`src/rtl/cg_ctrl_pkg.sv`:
```
// Shared types and defaults for the clock-gate enable controller.
package cg_ctrl_pkg;

  // Controller state; encoding 3 is unused and treated as ACTIVE.
  typedef enum logic [1:0] {
    ST_ACTIVE = 2'd0,
    ST_GATED  = 2'd1,
    ST_WAKE   = 2'd2
  } cg_state_e;

  localparam int CG_IDLE_CYCLES_DEF = 16;
  localparam int CG_WAKE_CYCLES_DEF = 2;

  // Larger of two ints; sizes the shared idle/wake counter.
  function automatic int cg_max(input int a, input int b);
    return (a > b) ? a : b;
  endfunction

endpackage

```
`src/rtl/clock_gate_enable_ctrl.sv`:
```
// Idle-detect controller producing the registered enable for a latch-based
// clock gating cell. Gates after IDLE_CYCLES qualifying cycles, then runs the
// clock for WAKE_CYCLES on wake-up before resuming normal operation.
module clock_gate_enable_ctrl
  import cg_ctrl_pkg::*;
#(
  parameter int IDLE_CYCLES = CG_IDLE_CYCLES_DEF,
  parameter int WAKE_CYCLES = CG_WAKE_CYCLES_DEF,
  parameter int CNT_W       = $clog2(cg_max(IDLE_CYCLES, WAKE_CYCLES) + 1)
) (
  input  logic             clk,
  input  logic             rst,
  input  logic             cg_allow,
  input  logic             busy,
  input  logic             wake_req,
  output logic             gate_en,
  output logic             gated,
  output logic             wake_ack,
  output logic [CNT_W-1:0] idle_cnt
);

  if (IDLE_CYCLES < 1 || WAKE_CYCLES < 1) begin : g_bad_param
    $error("clock_gate_enable_ctrl: IDLE_CYCLES and WAKE_CYCLES must be >= 1");
  end

  localparam logic [CNT_W-1:0] IDLE_LAST = CNT_W'(IDLE_CYCLES - 1);
  localparam logic [CNT_W-1:0] WAKE_LAST = CNT_W'(WAKE_CYCLES - 1);

  cg_state_e        state_q, state_d;
  logic             gate_en_q, gate_en_d;
  logic             gated_q, gated_d;
  logic             wake_ack_q, wake_ack_d;
  logic [CNT_W-1:0] idle_cnt_q, idle_cnt_d;
  logic             qual;

  // Cycle in which gating would be harmless: permitted, no work, no request.
  assign qual = cg_allow & ~busy & ~wake_req;

  // Next state, shared counter and registered outputs.
  always_comb begin
    state_d    = ST_ACTIVE;
    idle_cnt_d = '0;
    wake_ack_d = 1'b0;
    case (state_q)
      ST_GATED: begin
        state_d = (wake_req | busy | ~cg_allow) ? ST_WAKE : ST_GATED;
      end
      ST_WAKE: begin
        // Fixed-length run; inputs are deliberately ignored here.
        if (idle_cnt_q == WAKE_LAST) begin
          state_d = ST_ACTIVE;
        end else begin
          state_d    = ST_WAKE;
          idle_cnt_d = idle_cnt_q + CNT_W'(1);
        end
      end
      default: begin
        // ACTIVE (and the unused encoding): any break in qual restarts the window.
        wake_ack_d = wake_req & ~wake_ack_q;
        if (qual) begin
          if (idle_cnt_q == IDLE_LAST) state_d = ST_GATED;
          else                         idle_cnt_d = idle_cnt_q + CNT_W'(1);
        end
      end
    endcase
    // Outputs are decoded from the next state so they leave a flop directly.
    gate_en_d = (state_d != ST_GATED);
    gated_d   = (state_d == ST_GATED);
  end

  // State and output registers; reset keeps the gated clock running.
  always_ff @(posedge clk) begin
    if (rst) begin
      state_q    <= ST_ACTIVE;
      gate_en_q  <= 1'b1;
      gated_q    <= 1'b0;
      wake_ack_q <= 1'b0;
      idle_cnt_q <= '0;
    end else begin
      state_q    <= state_d;
      gate_en_q  <= gate_en_d;
      gated_q    <= gated_d;
      wake_ack_q <= wake_ack_d;
      idle_cnt_q <= idle_cnt_d;
    end
  end

  assign gate_en  = gate_en_q;
  assign gated    = gated_q;
  assign wake_ack = wake_ack_q;
  assign idle_cnt = idle_cnt_q;

endmodule

```
`config.mk`:
```
export PLATFORM = sky130hd
export DESIGN_NAME = clock_gate_enable_ctrl
export DESIGN_NICKNAME = d
export VERILOG_FILES = /design/src/rtl/cg_ctrl_pkg.sv /design/src/rtl/clock_gate_enable_ctrl.sv
export SDC_FILE = /design/constraint.sdc
export NUM_CORES = 1
export LEC_CHECK = 0
export ABC_AREA = 1
export BUFFER_PORTS_ARGS = -buffer_cell sky130_fd_sc_hd__buf_4
export CAP_MARGIN = 30
export CORE_AREA = 2 2 39 41
export CTS_CLUSTER_SIZE = 40
export DETAILED_ROUTE_END_ITERATION = 10
export DIE_AREA = 0 0 41 43
export HOLD_SLACK_MARGIN = 0.06
export PLACE_DENSITY = 0.71
export RECOVER_POWER = 50
export SLEW_MARGIN = 20
export SYNTH_ARGS = -nofsm -noshare
export SYNTH_HDL_FRONTEND = slang
export SYNTH_SLANG_ARGS = --single-unit
```
`constraint.sdc`:
```
create_clock -name clk -period 1.4 [get_ports clk]
set_clock_uncertainty 0.1 [all_clocks]
set_input_delay 0.28 -clock clk [delete_from_list [all_inputs] [get_ports clk]]
set_output_delay 0.28 -clock clk [all_outputs]
set_load 0.1 [all_outputs]
```
# Word-level counts from Yosys, hierarchy flattened
# Index checks and enable logic that the tools add are counted.
# word_totals
elab_cells	31
output_inout_bits	8
register_bits	10
# op_classes
eq_ne	6
n_bitwise	9
addsub	1
reduce_logical	1
n_mux	9
# ops
op	count
$mux 5	3
$pmux 5 s2	1
$add 5x1->5 const B	1
$eq 5x1->1 const B	1
$eq 5x4->1 const B	1
$eq 2x1->1 const B	2
$mux 2	2
$not 1->1	4
$pmux 2 s2	1
$and 1x1->1	3
$reduce_or 3->1	1
$eq 2x2->1 const B	1
$mux 1	2
$ne 2x1->1 const B	1
$or 1x1->1	2

# Longest topological paths before layout
# Gate-level depths: netlist of run 1.
# logic_depth
word_depth	6
depth_mapped	9
depth_no_buf	9

# Worst setup path before layout of run 1
# OpenSTA, ideal clock, no wires.
# synth_timing
path_kind	register to register
startpoint	register idle_cnt_q[0], in the netlist idle_cnt[0]
endpoint	register gate_en_q, in the netlist gate_en
n_path_buf	0
arrival_ps	2052
path_stages_with_launch	10
path_slack_ps	-863
path_cell_list	dfxtp_1 > ha_1 > nand2_1 > nor2_1 > ha_1 > nand2_1 > o21ai_1 > nand3_2 > nor2_2 > inv_2
# synth_via
elab_chain_cells	5
word_cells_on_any_way	7
cone_classes	3 x eq/ne; 4 x mux
# synth_rtl
element	line	source
from (decl)	clock_gate_enable_ctrl.sv:33	logic [CNT_W-1:0] idle_cnt_q, idle_cnt_d;
from (signal assigned)	clock_gate_enable_ctrl.sv:84	idle_cnt_q <= idle_cnt_d;
$eq 5x4->1	clock_gate_enable_ctrl.sv:61	if (idle_cnt_q == IDLE_LAST) state_d = ST_GATED;
$mux 1	clock_gate_enable_ctrl.sv:61	
$mux 1	clock_gate_enable_ctrl.sv:60	if (qual) begin
$pmux 2 s2 (*)	clock_gate_enable_ctrl.sv:44	case (state_q)
$ne 2x1->1 (*)	clock_gate_enable_ctrl.sv:67	gate_en_d = (state_d != ST_GATED);
to (signal assigned)	clock_gate_enable_ctrl.sv:81	gate_en_q <= gate_en_d;
to (decl)	clock_gate_enable_ctrl.sv:30	logic gate_en_q, gate_en_d;
# Mark *: on every way between the ends. The rest lies on a longest branch, timed or not.
# A chain may end at the register's enable or synchronous reset.

# Final worst setup path of run 1
# Same ends and word-level chain as after synthesis.

==> flow_summary.toml, run 1 <==
[setup_path]
cp_cell_sequence = "ha_4 -> nand2_2 -> nor2_2 -> ha_2 -> nand2_1 -> o21ai_1 -> nand3_2 -> nor2_4 -> inv_2"
critical_path.top_delay_family = "simple AND/OR/NAND/NOR gates"
cp.buffers_inverters = 1
worstReg2RegStart = "idle_cnt[0]"
path_class = "flip-flop to flip-flop"
crit_arrival_ps = 1520
crit_start = "idle_cnt[0]"
required_ps = 1470
max_stage_delay_ps = 370
startpoint_type = "flip-flop"
slowest_stage = "dfxtp_4"
path_max_fanout = 3
cp-end-kind = "flip-flop"

[die]
die_h_um = 43
rows = 14
die_area_um2 = 1760
io_pins = 13
start_util = 0.370
die_w_um = 41
coreArea_um2 = 1380

[detailed_routing]
drt_iter0_drc = 3
post_drt_wl_per_cell_um = 10.5
detail-route-antenna-nets = 0
drtPass1Iterations = 5
drt-total-wl_um = 1110
via_count = 503
via_per_inst = 4.75
drc = 0

[global_route]
grt_pass1_vias = 426
grt_usage = 0.147
grt_overflow = 0
grt_pass1_wl_um = 1680
grt_max_degree = 8
antenna_found_initial = 0

[pwr]
power_frac_seq = 0.468
power.clock.fraction = 0.442
p_sw_frac = 0.244
p_switching_uw = 149
power_frac_comb = 0.091
power.total_uw = 609
intPower_uw = 460
power_density_nw_per_um2 = 791
p_leak_nw = 0.328
vdd_ir_drop_max_mv = 0.445

[timing]
maxSlewViolCount = 0
tightest_slew_ps = 305
hold_violations = 0
setup_ws_ps = -56.9
setup_viol = 1
period_needed_ps = 1460
final.setup.tns_ps = -56.9
finalCritPeriodShare = 1.04
fmax_ghz = 0.686
whs_ps = 112
rsz0062_at_grt = "yes"
relSlewSlack = 0.798

[yosys]
yosys_warnings = 0
syn_avg_cell_area_um2 = 7.31
netlist-cell-type-count = 15
synthCells = 70
yosysSeqAreaShare = 0.391
syn-num-nets = 81
synth_seq_cells = 10
post_synth_instance_area_um2 = 512

[finish]
antennaDiodeCount = 0
finalNetCount = 102
area_growth_syn_to_layout_pct = 50.6
fill_cells = 137
multiInputGateArea_um2 = 300
mostFrequentLayoutCells = "inv_1, nor2_1, clkbuf_4, buf_4, nand2_1"
final_common_cell = "inv_1"
seq_area_um2 = 211
drive_gt1_frac = 0.456

[clocking]
htreeDepth = 1
cts_max_path_buffers = 2
cts_tree = "done"
clkTransAtPathRegs_ps = 80
cts_hold_buf = 0
cts_sinks = 10
clock_latency_ps = 270
root_buffer = "clkbuf_4"
cts_made_buffers = 3

[place]
hpwl_um = 762
routabilityCongestion = 0.722
portBuffers = 12

[worst_hold_path]
min_from = "rst"
hold_class = "input pin to flip-flop"

[run_status]
violations = "setup timing"
status = "finished with violations"

[run]
cap_violations = 0
==> final timing paths <==
check,end,slack (ps),cells past startpoint
max,gate_en,-60,9
min,idle_cnt[4],110,2
max reg2reg,gate_en,-60,9
min reg2reg,wake_ack,310,1
==> through the flow <==
step           setup slack [ps]  area [um2]  cells  utilization
2_1_floorplan              -258         536     70            -
3_3_place_gp              -13.5         668    101        0.483
3_5_place_dp              -30.8         668    101        0.483
4_1_cts                   -28.1         716    105        0.517
5_1_grt                    -125         771    106        0.557
6_report                  -56.9         771    106        0.557
==> state kept, by name, indices dropped and copies added (netlist names) <==
| signal | flops |
|---|---|
| idle_cnt | 5 |
| state_q | 2 |
| gate_en | 1 |
| gated | 1 |
| wake_ack | 1 |
==> synthesized netlist by cell type, drive strengths merged <==
cell type | instances | area (um2)
inv | 17 | 63.8
dfxtp | 10 | 200
nand2 | 9 | 33.8
a21oi | 2 | 10.0
nand4 | 3 | 18.8
nor2 | 13 | 51.3
ha | 6 | 75.1
nor4 | 1 | 6.26
or2 | 2 | 12.5
o21ai | 3 | 15.0
nand3 | 4 | 25.0
==> worst register-to-register path, cell delays in order, from the launching register on <==
cell,delay [ps]
dfxtp_4,370
ha_4,140
nand2_2,50
nor2_2,90
ha_2,180
nand2_1,40
o21ai_1,80
nand3_2,120
nor2_4,140
inv_2,30
==> what timing repair did <==
| item | 4_1_cts | 5_1_grt |
|---|---|---|
| buffers inserted | 0 | 1 |
| pin swaps | 1 | 6 |
| endpoints found under the setup margin | 8 | 11 |
| resized for setup | 4 | 14 |
| gates cloned | 0 | 0 |
==> layer usage <==
layer / GRT usage / share of wire / vias up
met2: 0.194 / 0.49 / 11
met4: 0.100 / 0.026 / 0
met3: 0.0471 / 0.031 / 4
met5: 0 / 0 / -
met1: 0.195 / 0.46 / 232
li1: - / - / 256
==> cells by family (layout without fill, tap and decap cells) <==
kind of cell | Yosys count | in the layout | share of synthesized area
and+or+nand+nor | 32 | 32 | 0.289
adders and majority gates | 6 | 6 | 0.147
buffers and inverters | 17 | 37 | 0.125
AOI/OAI and AO/OA | 5 | 5 | 0.0489
DFF | 10 | 10 | 0.391
==> power by group through the flow <==
stage	combinational [mW]	sequential, mW	clock (mW)
floorplan	0.0118	0.311	0
global placement	0.0516	0.292	0
detailed placement	0.0520	0.292	0
CTS	0.0527	0.285	0.276
global route	0.0590	0.285	0.285
finish	0.0552	0.285	0.269
==> cell type report <==
cell class	instances	area share
Timing Repair Buffer	16	0.180
Multi-Input combinational cell	43	0.390
Sequential cell	10	0.274
Tap cell	16	0.0260
Inverter	17	0.0828
Clock buffer	4	0.0471
No activity file was read; power rests on OpenSTA's default activity.
==> inputs of run 2 (changes only) <==
--- a/config.mk
+++ b/config.mk
@@ -15,7 +15,7 @@
 export HOLD_SLACK_MARGIN = 0.06
 export PLACE_DENSITY = 0.71
 export RECOVER_POWER = 50
-export SLEW_MARGIN = 20
+export REMOVE_ABC_BUFFERS = 1
 export SYNTH_ARGS = -nofsm -noshare
 export SYNTH_HDL_FRONTEND = slang
 export SYNTH_SLANG_ARGS = --single-unit
==> run 2 against run 1 <==
  * The flow still finishes with violations (setup timing)
  * Worst setup slack gained 46 ps
  * Sequential cell count is the same
  * Register-to-register slack gained 50 ps
  * Count of clock-buffer cells in the layout is the same
  * Cell count grew 1.9%
  * Die area is the same
  * First-iteration DRC count grew to 3.3 times the previous value
  * Combinational power grew 3%
==> flow_summary.toml, run 2 (same netlist as run 1, synthesis figures left out) <==
[detailed_routing]
drt_iter0_drc = 10
via_per_inst = 4.73
drt-total-wl_um = 1230
drtPass1Iterations = 4
drc = 0
detail-route-antenna-nets = 0
post_drt_wl_per_cell_um = 11.4
via_count = 511

[pwr]
power.clock.fraction = 0.433
power_frac_seq = 0.474
power.total_uw = 605
vdd_ir_drop_max_mv = 0.429
power_density_nw_per_um2 = 734
p_switching_uw = 143
p_sw_frac = 0.236
p_leak_nw = 0.363
intPower_uw = 463
power_frac_comb = 0.094

[clocking]
clock_latency_ps = 260
cts_max_path_buffers = 2
cts_sinks = 10
clkTransAtPathRegs_ps = 70
cts_tree = "done"
cts_hold_buf = 0
cts_made_buffers = 3
htreeDepth = 1
root_buffer = "clkbuf_4"

[setup_path]
slowest_stage = "dfxtp_2"
cp_cell_sequence = "ha_4 -> nand2_4 -> nor2_4 -> ha_4 -> nand2_2 -> o21ai_2 -> nand3_2 -> nor2_2 -> inv_2"
startpoint_type = "flip-flop"
cpMostUsedCell = "ha_4"
path_class = "flip-flop to flip-flop"
ff2ff_path_depth = 9
crit_arrival_ps = 1480
path_max_fanout = 3
cp-end-kind = "flip-flop"
max_stage_delay_ps = 360
required_ps = 1470

[timing]
relSlewSlack = 0.800
fmax_ghz = 0.709
period_needed_ps = 1410
final.setup.tns_ps = -10.5
setup_ws_ps = -10.5
finalCritPeriodShare = 1.01
tightest_slew_ps = 302
hold_violations = 0
rsz0062_at_grt = "yes"
whs_ps = 130
maxSlewViolCount = 0
setup_viol = 1

[die]
die_area_um2 = 1760
rows = 14
start_util = 0.370
coreArea_um2 = 1380
die_h_um = 43
die_w_um = 41
io_pins = 13

[run]
cap_violations = 0

[finish]
final_common_cell = "inv_1"
drive_gt1_frac = 0.478
finalNetCount = 104
fin_util = 0.596
antennaDiodeCount = 0
instances_no_fill = 108
fill_cells = 123
largest_reg_flops = 5
seq_area_um2 = 206
multiInputGateArea_um2 = 327
fin_area_um2 = 825
mostFrequentLayoutCells = "inv_1, nor2_1, buf_4, dfxtp_1, clkbuf_4"
area_growth_syn_to_layout_pct = 61.1

[global_route]
grt_max_degree = 8
antenna_found_initial = 0
grt_usage = 0.147
grt_overflow = 0
grt_pass1_wl_um = 1750
grt_pass1_vias = 438

[run_status]
violations = "setup timing"
status = "finished with violations"

[place]
routabilityCongestion = 0.771
hpwl_um = 745
placed_cell_area_um2 = 659
dp_slack_ps = -87.3
placedCellCount = 103
portBuffers = 12

[worst_hold_path]
hold_path_depth = 2
hold_class = "input pin to flip-flop"
-- run 2: cell type report --
type | instances | share of cell area
Clock buffer | 4 | 0.0440
Tap cell | 16 | 0.0243
Sequential cell | 10 | 0.250
Timing Repair Buffer | 18 | 0.208
Multi-Input combinational cell | 43 | 0.396
Inverter | 17 | 0.0774
-- run 2: metal layers --
layer | track usage | wire [um]
met2 | 0.200 | 647
met3 | 0.0471 | 37
met4 | 0.0600 | 20
met1 | 0.207 | 528
met5 | 0 | 0
-- run 2: path summary, 6_finish.rpt --
path,from,endpoint,slack [ps]
setup reg to reg,idle_cnt[0],gate_en,-10
hold / removal,rst,idle_cnt[4],130
setup / recovery,idle_cnt[0],gate_en,-10
hold reg to reg,wake_ack,wake_ack,330
-- run 2: power groups by stage --
stage / Combinational [mW] / Clock, mW / Sequential, mW
floorplan: 0.0118 / 0 / 0.314
global placement: 0.0518 / 0 / 0.295
detailed placement: 0.0520 / 0 / 0.295
CTS: 0.0531 / 0.272 / 0.289
global route: 0.0602 / 0.291 / 0.287
finish: 0.0567 / 0.262 / 0.287
-- run 2: critical path, delay by kind of cell (launching register included) --
kind            cells  cell delay (ps)
compound gates      1               50
fa+ha+maj           2              310
buf+inv             1               30
flops               1              360
simple gates        5              450
-- run 2: timing repair --
action | 4_1_cts | 5_1_grt
setup endpoints to repair | 9 | 12
resized for setup | 11 | 22
pin swaps | 2 | 11
setup buffers | 0 | 1
